### config.mk
export PLATFORM = sky130hd
export DESIGN_NAME = ahfp_mult_sched
export DESIGN_NICKNAME = d
export VERILOG_FILES = /design/src/rtl/ahfp_pkg.sv /design/src/rtl/ahfp_rr_arb.sv /design/src/rtl/ahfp_mult_sched.sv
export SDC_FILE = /design/constraint.sdc
export NUM_CORES = 1
export LEC_CHECK = 0
export BUFFER_PORTS_ARGS = -buffer_cell sky130_fd_sc_hd__buf_2
export CORE_MARGIN = 2
export CORE_UTILIZATION = 40
export CTS_CLUSTER_DIAMETER = 200
export DETAILED_ROUTE_END_ITERATION = 10
export MAX_ROUTING_LAYER = met4
export PLACE_DENSITY = 0.58
export SLEW_MARGIN = 20
export SYNTH_ARGS = -nofsm -noshare
export SYNTH_HDL_FRONTEND = slang
export SYNTH_SLANG_ARGS = --single-unit
### constraint.sdc
create_clock -name clk -period 4.9 [get_ports clk]
set_input_delay 0.735 -clock clk [delete_from_list [all_inputs] [get_ports clk]]
set_output_delay 0.735 -clock clk [all_outputs]
set_load 0.1 [all_outputs]
### src/rtl/ahfp_pkg.sv
// ahfp_pkg: shared FP field widths, slot-state encoding and operand field helpers
// for the shared-multiplier scheduler.
package ahfp_pkg;

    localparam int FP_W        = 32;
    localparam int FP_SIGN_W   = 1;
    localparam int FP_EXP_W    = 8;
    localparam int FP_MAN_W    = 23;
    localparam int FP_EXP_BIAS = 127;

    typedef enum logic [1:0] {
        SLOT_IDLE     = 2'd0,
        SLOT_PENDING  = 2'd1,
        SLOT_INFLIGHT = 2'd2
    } slot_state_e;

    typedef struct packed {
        logic [FP_SIGN_W-1:0] sign;
        logic [FP_EXP_W-1:0]  exp;
    } fp_se_t;

    function automatic fp_se_t fp_sign_exp(input logic [FP_W-1:0] op);
        fp_se_t se;
        se.sign = op[FP_W-1 -: FP_SIGN_W];
        se.exp  = op[FP_MAN_W +: FP_EXP_W];
        return se;
    endfunction

endpackage

### src/rtl/ahfp_rr_arb.sv
// ahfp_rr_arb: N-way round-robin arbiter; priority starts after the last grant and
// the pointer advances only when a grant is issued.
module ahfp_rr_arb #(
    parameter int N_REQ = 4
) (
    input  logic             clk,
    input  logic             rst_n,
    input  logic             en_i,
    input  logic [N_REQ-1:0] req_i,
    output logic [N_REQ-1:0] gnt_o,
    output logic             gnt_vld_o
);

    localparam int IDX_W = (N_REQ > 1) ? $clog2(N_REQ) : 1;

    logic [IDX_W-1:0] ptr_q;
    logic [IDX_W-1:0] ptr_d;
    logic [IDX_W-1:0] idx;

    always_comb begin
        gnt_o     = '0;
        gnt_vld_o = 1'b0;
        ptr_d     = ptr_q;
        idx       = '0;
        for (int k = 1; k <= N_REQ; k++) begin
            idx = IDX_W'((int'(ptr_q) + k) % N_REQ);
            if (en_i && !gnt_vld_o && req_i[idx]) begin
                gnt_o[idx] = 1'b1;
                gnt_vld_o  = 1'b1;
                ptr_d      = idx;
            end
        end
    end

    always_ff @(posedge clk or negedge rst_n) begin
        if (!rst_n) begin
            ptr_q <= IDX_W'(N_REQ - 1);
        end else if (en_i) begin
            ptr_q <= ptr_d;
        end
    end

endmodule

### src/rtl/ahfp_mult_sched.sv
// ahfp_mult_sched: shares one external FP multiplier among N_REQ start/done requesters.
// Optional AHFP_ZERO_BYPASS_EN forces a signed-zero result when an operand exponent is 0.
module ahfp_mult_sched
    import ahfp_pkg::*;
#(
    parameter int N_REQ    = 4,
    parameter int MULT_LAT = 0
) (
    input  logic                clk,
    input  logic                reset,
    input  logic                clk_en,
    input  logic [N_REQ-1:0]    req_start,
    input  logic [32*N_REQ-1:0] req_dataa,
    input  logic [32*N_REQ-1:0] req_datab,
    output logic [N_REQ-1:0]    req_busy,
    output logic [N_REQ-1:0]    req_done,
    output logic [31:0]         req_result,
    output logic [31:0]         mult_dataa,
    output logic [31:0]         mult_datab,
    output logic                mult_valid,
    input  logic [31:0]         mult_result
);

    localparam int TAG_W = (N_REQ > 1) ? $clog2(N_REQ) : 1;

    slot_state_e      slot_q [N_REQ];
    slot_state_e      slot_d [N_REQ];
    logic [31:0]      opa_q  [N_REQ];
    logic [31:0]      opa_d  [N_REQ];
    logic [31:0]      opb_q  [N_REQ];
    logic [31:0]      opb_d  [N_REQ];

    logic [N_REQ-1:0] pend;
    logic [N_REQ-1:0] gnt;
    logic             gnt_vld;
    logic [TAG_W-1:0] gnt_idx;

    // Stage 0 is the issue register; stage MULT_LAT lines up with mult_result.
    logic [MULT_LAT:0] pv_q;
    logic [TAG_W-1:0]  ptag_q [MULT_LAT+1];

    logic [31:0]       dataa_q;
    logic [31:0]       datab_q;
    logic [N_REQ-1:0]  done_q;
    logic [N_REQ-1:0]  done_d;
    logic [31:0]       result_q;
    logic [31:0]       result_d;

    ahfp_rr_arb #(
        .N_REQ (N_REQ)
    ) u_arb (
        .clk       (clk),
        .rst_n     (reset),
        .en_i      (clk_en),
        .req_i     (pend),
        .gnt_o     (gnt),
        .gnt_vld_o (gnt_vld)
    );

    always_comb begin
        pend     = '0;
        req_busy = '0;
        gnt_idx  = '0;
        for (int i = 0; i < N_REQ; i++) begin
            pend[i]     = (slot_q[i] == SLOT_PENDING);
            req_busy[i] = (slot_q[i] != SLOT_IDLE);
            if (gnt[i]) begin
                gnt_idx = TAG_W'(i);
            end
        end
    end

    always_comb begin
        for (int i = 0; i < N_REQ; i++) begin
            slot_d[i] = slot_q[i];
            opa_d[i]  = opa_q[i];
            opb_d[i]  = opb_q[i];
            unique case (slot_q[i])
                SLOT_IDLE: begin
                    if (req_start[i]) begin
                        slot_d[i] = SLOT_PENDING;
                        opa_d[i]  = req_dataa[32*i +: 32];
                        opb_d[i]  = req_datab[32*i +: 32];
                    end
                end
                SLOT_PENDING: begin
                    if (gnt[i]) begin
                        slot_d[i] = SLOT_INFLIGHT;
                    end
                end
                SLOT_INFLIGHT: begin
                    if (done_q[i]) begin
                        slot_d[i] = SLOT_IDLE;
                    end
                end
                default: slot_d[i] = SLOT_IDLE;
            endcase
        end
    end

`ifdef AHFP_ZERO_BYPASS_EN
    fp_se_t            se_a;
    fp_se_t            se_b;
    logic [MULT_LAT:0] pz_q;
    logic [MULT_LAT:0] psg_q;

    assign se_a = fp_sign_exp(opa_q[gnt_idx]);
    assign se_b = fp_sign_exp(opb_q[gnt_idx]);

    always_ff @(posedge clk or negedge reset) begin
        if (!reset) begin
            pz_q  <= '0;
            psg_q <= '0;
        end else if (clk_en) begin
            pz_q[0]  <= (se_a.exp == '0) || (se_b.exp == '0);
            psg_q[0] <= se_a.sign ^ se_b.sign;
            for (int k = 1; k <= MULT_LAT; k++) begin
                pz_q[k]  <= pz_q[k-1];
                psg_q[k] <= psg_q[k-1];
            end
        end
    end
`endif

    always_comb begin
        done_d   = '0;
        result_d = result_q;
        if (pv_q[MULT_LAT]) begin
            done_d[ptag_q[MULT_LAT]] = 1'b1;
            result_d                 = mult_result;
`ifdef AHFP_ZERO_BYPASS_EN
            if (pz_q[MULT_LAT]) begin
                result_d = {psg_q[MULT_LAT], 31'b0};
            end
`endif
        end
    end

    always_ff @(posedge clk or negedge reset) begin
        if (!reset) begin
            for (int i = 0; i < N_REQ; i++) begin
                slot_q[i] <= SLOT_IDLE;
                opa_q[i]  <= '0;
                opb_q[i]  <= '0;
            end
            for (int k = 0; k <= MULT_LAT; k++) begin
                ptag_q[k] <= '0;
            end
            pv_q     <= '0;
            dataa_q  <= '0;
            datab_q  <= '0;
            done_q   <= '0;
            result_q <= '0;
        end else if (clk_en) begin
            for (int i = 0; i < N_REQ; i++) begin
                slot_q[i] <= slot_d[i];
                opa_q[i]  <= opa_d[i];
                opb_q[i]  <= opb_d[i];
            end
            pv_q[0] <= gnt_vld;
            if (gnt_vld) begin
                ptag_q[0] <= gnt_idx;
                dataa_q   <= opa_q[gnt_idx];
                datab_q   <= opb_q[gnt_idx];
            end
            for (int k = 1; k <= MULT_LAT; k++) begin
                pv_q[k]   <= pv_q[k-1];
                ptag_q[k] <= ptag_q[k-1];
            end
            done_q   <= done_d;
            result_q <= result_d;
        end
    end

    assign mult_dataa = dataa_q;
    assign mult_datab = datab_q;
    assign mult_valid = pv_q[0];
    assign req_done   = done_q;
    assign req_result = result_q;

endmodule

==> qor.yml, run 1 <==
cts:
  cts_buffers: 43
  cts_setup_buffers: 0
  cts.htree.levels: 2
  clkTransAtPathRegs_ns: 0.05
  cts_resized: 0
  clk_latency_ns: 0.56
  clockRootBuffer: "clkbuf_16"
  hold_buffers: 0
  cts_max_path_buffers: 3
  tritoncts: "done"
  clock_sinks: 369
grt:
  grt_max_degree: 124
  grt_overflow: 0
  grt_pass1_wl_mm: 81.3
  track_usage_pct: 24.4
  grt_pass1_vias: 13700
  grt_antenna_before_repair: 18
sta:
  period_share_pct: 75.2
  drv_slew: 0
  rsz0062_at_grt: "false"
  finalSetupTns_ns: 0
  period_needed_ns: 3.69
  clock-skew-final_ns: 0.0216
  setup_ws_ns: 1.21
  hold_viol: 0
  slew_headroom_pct: 29.8
  worst_pin_slew_ns: 1.05
  fmax_ghz: 0.271
  setup_viol: 0
floorplanning:
  core_um2: 42800
  std_cell_rows: 76
  ios: 400
  fp.dieArea_um2: 44800
  start_util_pct: 40.3
  die_h_um: 212
  fp.dieW_um: 212
setup_path:
  r2r-start: "u_arb.ptr_q[0]"
  endpoint_kind: "register"
  arrival_ns: 4.12
  rrSetupSlack_ns: 1.21
  startpoint_type: "register"
  criticalPathCategory: "reg2reg"
  cp-startpoint: "u_arb.ptr_q[0]"
  required_ns: 5.33
  worstPathMaxFanout: 64
drt:
  via_count: 13500
  highest_layer: "met4"
  met3_length_mm: 3.06
  wl_met2_mm: 25.8
  viasPerCell: 5.54
  drt-total-wl_mm: 53.1
  ant_nets: 0
  drc: 0
  wl_met1_mm: 22.9
  dr.pass1.iters: 5
  wire_per_inst_um: 21.9
  drt_iter0_drc: 862
place:
  dpl.hpwl_mm: 35.7
  routabilityCongestion: 0.869
  port_buffers: 399
  pre_cts_ws_ns: 1.05
synth:
  syn-num-nets: 1790
  async_flop_share_pct: 100
  ys.warnings.count: 0
  synth_top_cell_area_share_pct: 53.3
  syn_area_per_cell_um2: 11.6
  synth.most_common_cell: "dfrtp_1"
  syn_area_um2: 17200
  synth_edf_count: 0
  synth_largest_area_cell: "dfrtp_1"
  seq_area_frac_synth_pct: 53.6
  synth.top_cells.by_count: "dfrtp_1, mux2_2, clkbuf_1"
  synth.area.top_cells: "dfrtp_1, mux2_2, o2bb2ai_1"
  ys_ff_latch: 369
  synth.distinct_cells: 52
  netlist_instances: 1487
  synthFlopType: "dfrtp_1"
layout:
  nFillCells: 3900
  drive_above_1_share_pct: 43.0
  area_delta_synth_final_pct: 23.5
  fin_nets: 2140
hold_path:
  hold_path_class: "in2async"
flow_run:
  drv_cap: 0
status:
  outcome: "complete, no violations"
-- path summary, 6_finish.rpt --
kind                                       end  depth (start not counted)
worst max-delay path             mult_datab[8]                          9
worst min-delay path                 opb_q[28]                          1
worst max register to register   mult_datab[8]                          9
worst min register to register   req_result[1]                          1
max in group asynchronous       mult_dataa[31]                          2
min in group clk                     opa_q[94]                          3
-- metal layers --
| layer | global-route usage, % | vias to the layer above |
|---|---|---|
| li1 | - | 6146 |
| met1 | 31.1 | 6821 |
| met2 | 39.0 | 402 |
| met3 | 4.47 | 82 |
| met4 | 8.64 | 0 |
| met5 | - | - |
-- critical path: stages, from the launching register on --
cell and delay, ns:
dfstp_2 0.68, inv_2 0.16, ha_1 0.44, mux4_2 0.42, nand4_1 0.15, buf_4 0.36, nand2_4 0.53, o2bb2ai_1 0.32
o21ai_1 0.26, a31oi_1 0.12
-- area by class of cell --
cell class / instances / area (um^2) / share of cell area, %
Timing Repair Buffer: 427 / 2290 / 10.8
Inverter: 9 / 33.8 / 0.159
Clock buffer: 65 / 1280 / 6.02
Tap cell: 546 / 683 / 3.21
Multi-Input combinational cell: 987 / 7610 / 35.7
Clock inverter: 8 / 119 / 0.558
Antenna cell: 17 / 42.5 / 0.200
Sequential cell: 369 / 9240 / 43.4
-- cells by family (layout without fill, tap and decap cells) --
logic type / count (synthesis) / in the layout / share of synthesized area [%]
compound gates: 372 / 372 / 14.4
flops: 369 / 369 / 53.6
simple gates: 313 / 313 / 9.12
mux: 293 / 293 / 19.3
buf+inv: 131 / 509 / 2.98
fa+ha+maj: 8 / 8 / 0.581
xor+xnor: 1 / 1 / 0.0508
other cells: 0 / 17 / 0
-- through the flow --
step | hold slack (ns) | util (%) | instances | area (um^2)
detailed placement | 0.490 | 46.4 | 2337 | 19800
global placement | 0.482 | 46.4 | 2337 | 19800
CTS | 0.308 | 49.6 | 2410 | 21200
floorplan | 0.439 | - | 1487 | 17200
finish | 0.284 | 49.8 | 2428 | 21300
global route | 0.348 | 49.8 | 2428 | 21300
-- placed cells by master (no fill, tap or decap), drive strengths merged, types with 65 or more instances in the layout --
cell type	n
o2bb2ai	69
a21oi	75
nand3	68
dfrtp	367
clkbuf	65
nor2	75
buf	427
nand3b	65
o21bai	65
a31oi	66
o21ai	72
mux2	288
nand2	78
-- sequential cells by signal, summed over array words and instances (netlist names) --
signal       flops
opa_q          128
opb_q          128
mult_dataa      32
mult_datab      32
req_result      32
slot_q           8
req_done         4
ptag_q           2
u_arb.ptr_q      2
mult_valid       1
Power of run 1 is not shown: default switching activity piles up to over one toggle a cycle in this logic, so the estimate is an artifact.
==> run 2: changes to the inputs <==
==> constraint.sdc (replaced) <==
create_clock -name clk -period 3.6 [get_ports clk]
set_input_delay 0.54 -clock clk [delete_from_list [all_inputs] [get_ports clk]]
set_output_delay 0.54 -clock clk [all_outputs]
set_load 0.1 [all_outputs]
==> qor.yml, run 2 (same netlist as run 1, synthesis figures left out) <==
layout:
  area_delta_synth_final_pct: 24.9
  fin_util_pct: 50.3
  fin_nets: 2159
  drive_above_1_share_pct: 43.8
  mostFrequentLayoutCells: "buf_2, dfrtp_1, mux2_2"
  nFillCells: 3878
  layout_commonest_cell: "buf_2"
  reg_top3: "opa_q x128, opb_q x128"
  stdcell_count: 2450
  design_area_um2: 21500
floorplanning:
  ios: 400
  start_util_pct: 40.3
  fp.dieW_um: 212
  die_h_um: 212
  fp.dieArea_um2: 44800
  std_cell_rows: 76
  core_um2: 42800
cts:
  clkTransAtPathRegs_ns: 0.06
  cts_max_path_buffers: 3
  clock_sinks: 369
  tritoncts: "done"
  cts_setup_buffers: 0
  clk_latency_ns: 0.56
  hold_buffers: 0
  cts.htree.levels: 2
  cts_resized: 0
  clockRootBuffer: "clkbuf_16"
  cts_buffers: 43
grt:
  grt_pass1_wl_mm: 82.1
  grt_pass1_vias: 13700
  grt_overflow: 0
  grt_max_degree: 92
  grt_antenna_before_repair: 18
  track_usage_pct: 24.7
setup_path:
  crit_path_cell_trace: "inv_2 -> ha_1 -> a211o_1 -> a21boi_0 -> a31o_4 -> buf_4 -> a21oi_1 -> o21ai_1 -> a31oi_1"
  rr_worst_depth: 9
  endpoint_kind: "register"
  worst-path-stages: 9
  cp-startpoint: "u_arb.ptr_q[0]"
  rrSetupSlack_ns: 0.24
  worstPathMaxFanout: 22
  cpPeakStageDelay_ns: 0.67
  startpoint_type: "register"
  crit_buf_inv: 2
  arrival_ns: 3.80
  r2r-start: "u_arb.ptr_q[0]"
  cp-endpoint: "mult_datab[10]"
  slowest_stage: "dfstp_2"
  criticalPathCategory: "reg2reg"
  required_ns: 4.04
  r2r_end: "mult_datab[10]"
  critPathTopFamily: "compound AO/OA/AOI/OAI gates"
drt:
  via_count: 13500
  viasPerCell: 5.50
  ant_nets: 0
  dr.pass1.iters: 5
  drt-total-wl_mm: 53.8
  wire_per_inst_um: 22.0
  drt_iter0_drc: 968
  drc: 0
sta:
  period_share_pct: 93.4
  rsz0062_at_grt: "true"
  hold_viol: 10
  slew_headroom_pct: 47.6
  whs_ns: -0.0130
  clock-skew-final_ns: 0.0165
  worst_pin_slew_ns: 0.786
  fmax_ghz: 0.297
  period_needed_ns: 3.36
  drv_slew: 0
  setup_viol: 0
place:
  dpl.hpwl_mm: 36.4
  port_buffers: 399
  place_area_um2: 20000
  placed_cells: 2357
  routabilityCongestion: 0.857
status:
  violations: "negative hold slack"
  outcome: "complete, but fails checks"
flow_run:
  drv_cap: 0
hold_path:
  hold_path_class: "in2async"
==> run 2: cell types whose count changed in the layout (fill, tap and decap cells not counted) <==
cell | previous run | this run
buf_12 | 6 | 10
buf_4 | 22 | 35
buf_6 | 0 | 2
clkbuf_1 | 12 | 10
clkbuf_8 | 8 | 10
clkinv_2 | 4 | 7
clkinv_4 | 0 | 1
inv_6 | 1 | 0
==> run 2: area by class of cell <==
cell class / instances / area [um^2] / share of cell area (%)
clock inverter: 11 / 134 / 0.622
sequential: 369 / 9240 / 42.9
clock buffer: 65 / 1300 / 6.04
inverter: 9 / 33.8 / 0.157
timing repair buffer: 446 / 2490 / 11.6
tap: 546 / 683 / 3.17
antenna: 17 / 42.5 / 0.198
multi-input combinational: 987 / 7610 / 35.3
==> run 2: worst register-to-register path, delay by kind of cell, from the launching register on <==
| family | cells | cell delay [ns] |
|---|---|---|
| adder cells (fa/ha/maj) | 1 | 0.42 |
| AO/OA/AOI/OAI | 6 | 1.69 |
| flip-flops | 1 | 0.67 |
| buffers and inverters | 2 | 0.46 |
==> run 2: worst min-delay path by stage <==
stage | from | to | slack (ns) | cells past startpoint
6_report | reset | opb_q[30] | -0.01 | 1
2_1_floorplan | reset | mult_dataa[0] | 0.24 | 0
3_5_place_dp | ptag_q[1] | ptag_q[1] | 0.48 | 2
3_3_place_gp | ptag_q[1] | ptag_q[1] | 0.48 | 2
5_1_grt | reset | opa_q[35] | 0.06 | 1
4_1_cts | reset | opb_q[30] | 0.04 | 1
==> run 2: per-layer routing <==
layer  track usage [%]  vias to the layer above  wire (um)
met4              8.09                        0       1250
met5                 -                        -          0
met2              40.0                      423      26500
met1              31.4                     6799      22800
li1                  -                     6177          -
met3              4.48                       70       3200
==> run 2: through the flow <==
step           setup WS, ns  hold WS, ns   TNS, ns
2_1_floorplan         0.666        0.244         0
3_3_place_gp          0.267        0.479         0
3_5_place_dp          0.221        0.478         0
4_1_cts               0.196       0.0434         0
5_1_grt            -0.00972       0.0566  -0.00972
6_report              0.237      -0.0130         0
Power of run 2 is left out for the same reason.
==> run 3: changes to the inputs <==
--- a/config.mk
+++ b/config.mk
@@ -6,13 +6,11 @@
 export NUM_CORES = 1
 export LEC_CHECK = 0
 export BUFFER_PORTS_ARGS = -buffer_cell sky130_fd_sc_hd__buf_2
-export CORE_MARGIN = 2
 export CORE_UTILIZATION = 40
 export CTS_CLUSTER_DIAMETER = 200
 export DETAILED_ROUTE_END_ITERATION = 10
 export MAX_ROUTING_LAYER = met4
 export PLACE_DENSITY = 0.58
-export SLEW_MARGIN = 20
 export SYNTH_ARGS = -nofsm -noshare
 export SYNTH_HDL_FRONTEND = slang
 export SYNTH_SLANG_ARGS = --single-unit
==> constraint.sdc (replaced) <==
create_clock -name clk -period 3.6 [get_ports clk]
set_input_delay 0.54 -clock clk [delete_from_list [all_inputs] [get_ports clk]]
set_output_delay 0.54 -clock clk [all_outputs]
set_load 0.005 [all_outputs]
==> qor.yml, run 3 (same netlist as run 1, synthesis figures left out) <==
sta:
  worst_pin_slew_ns: 0.866
  finalSetupTns_ns: 0
  drv_slew: 0
  setup_viol: 0
  slew_headroom_pct: 42.3
  period_needed_ns: 3.36
  clock-skew-final_ns: 0.0203
  rsz0062_at_grt: "false"
  hold_viol: 0
  period_share_pct: 93.3
  fmax_ghz: 0.298
grt:
  grt_antenna_before_repair: 19
  grt_pass1_vias: 13800
  track_usage_pct: 25.7
  grt_pass1_wl_mm: 83.9
  grt_overflow: 0
  grt_max_degree: 105
cts:
  tritoncts: "done"
  cts.htree.levels: 2
  clk_latency_ns: 0.57
  clkTransAtPathRegs_ns: 0.06
  cts_resized: 0
  cts_max_path_buffers: 3
  clock_sinks: 369
  clockRootBuffer: "clkbuf_16"
  cts_buffers: 43
place:
  dpl.hpwl_mm: 36.8
  place_area_um2: 20100
  port_buffers: 399
  routabilityCongestion: 0.916
drt:
  dr.pass1.iters: 5
  via_count: 13600
  viasPerCell: 5.57
  wire_per_inst_um: 22.4
  ant_nets: 0
  drt_iter0_drc: 944
  drc: 0
  drt-total-wl_mm: 54.7
power_and_ir_drop:
  power.density_nw_per_um2: 1080
  ir_drop_uv: 612
  leakagePower_nw: 9.65
setup_path:
  endpoint_kind: "register"
  cpPeakStageDelay_ns: 0.58
  arrival_ns: 3.84
  slowest_stage: "dfstp_2"
  rr_worst_depth: 9
  required_ns: 4.08
  cp-startpoint: "u_arb.ptr_q[1]"
  crit_path_frequent_cell: "buf_4"
  rrSetupSlack_ns: 0.24
  crit_path_cell_trace: "inv_1 -> ha_1 -> mux4_2 -> a32o_1 -> buf_4 -> a2111oi_4 -> buf_4 -> o21ai_0 -> a31oi_1"
  r2r_end: "mult_datab[25]"
  r2r-start: "u_arb.ptr_q[1]"
  worstPathMaxFanout: 29
  criticalPathCategory: "reg2reg"
  startpoint_type: "register"
layout:
  drive_above_1_share_pct: 43.8
  multi_input_area_um2: 7610
  design_area_um2: 21600
  nFillCells: 3784
  area_delta_synth_final_pct: 25.1
  layout_commonest_cell: "buf_2"
  mostFrequentLayoutCells: "buf_2, dfrtp_1, mux2_2"
  fin_nets: 2161
  reg_top3: "opa_q x128, opb_q x128"
  final-seq-area_um2: 9240
floorplanning:
  core_um2: 42200
  ios: 400
  start_util_pct: 40.8
  die_h_um: 210
  fp.dieArea_um2: 43900
  fp.dieW_um: 210
  std_cell_rows: 75
status:
  outcome: "complete, no violations"
hold_path:
  worst_hold_startpoint: "req_dataa[62]"
  hold_path_class: "in2reg"
  min_path_cells: 3
  worstHoldEndpoint: "opa_q[94]"
flow_run:
  drv_cap: 0
==> run 3: final cells by class <==
class                      count  area share, %
sequential                   369           42.8
multi-input combinational    987           35.3
timing repair buffer         448           12.1
clock buffer                  62           5.79
tap                          539           3.13
clock inverter                16          0.528
antenna                       15          0.174
inverter                       9          0.157
==> run 3: worst max path at each step <==
stage,to
detailed placement,mult_dataa[19]
finish,mult_datab[25]
CTS,mult_dataa[16]
global placement,mult_dataa[12]
global route,mult_dataa[3]
floorplan,slot_q[7]
==> run 3: through the flow <==
step / hold WS (ns) / util (%) / total power [mW] / worst slack, ns / instances
2_1_floorplan: 0.244 / - / 14.8 / 0.666 / 1487
3_3_place_gp: 0.481 / 47.7 / 18.7 / 0.214 / 2348
3_5_place_dp: 0.485 / 47.7 / 19.0 / 0.161 / 2348
4_1_cts: 0.147 / 50.9 / 23.4 / 0.0950 / 2427
5_1_grt: 0.166 / 51.1 / 24.8 / 0.0448 / 2445
6_report: 0.176 / 51.1 / 23.2 / 0.243 / 2445
==> run 3: timing repair <==
action                                  in CTS  in global routing
endpoints found under the hold margin       50                  0
hold buffers                                 1                  0
endpoints found under the setup margin       0                 21
setup buffers                                0                  3
==> run 3: layer usage <==
layer	GRT usage [%]	vias up	routed length (um)
met1	33.0	6895	23600
met3	5.82	79	3650
met5	-	-	0
li1	-	6197	-
met4	6.90	0	1190
met2	41.0	443	26200
==> run 3: worst max-delay path, delay by kind of cell, from the launching register on <==
family                   cells  cell delay (ns)
AO/OA/AOI/OAI                4             1.10
buffers and inverters        3             0.73
flip-flops                   1             0.58
adder cells (fa/ha/maj)      1             0.43
multiplexers                 1             0.41
==> run 3: report_power, final <==
| group | internal, mW | switching [mW] |
|---|---|---|
| clock network | 2.48 | 1.75 |
| registers | 6.32 | 1.25 |
| logic | 5.16 | 6.25 |
Note: power is estimated with default switching activity, not from simulation.
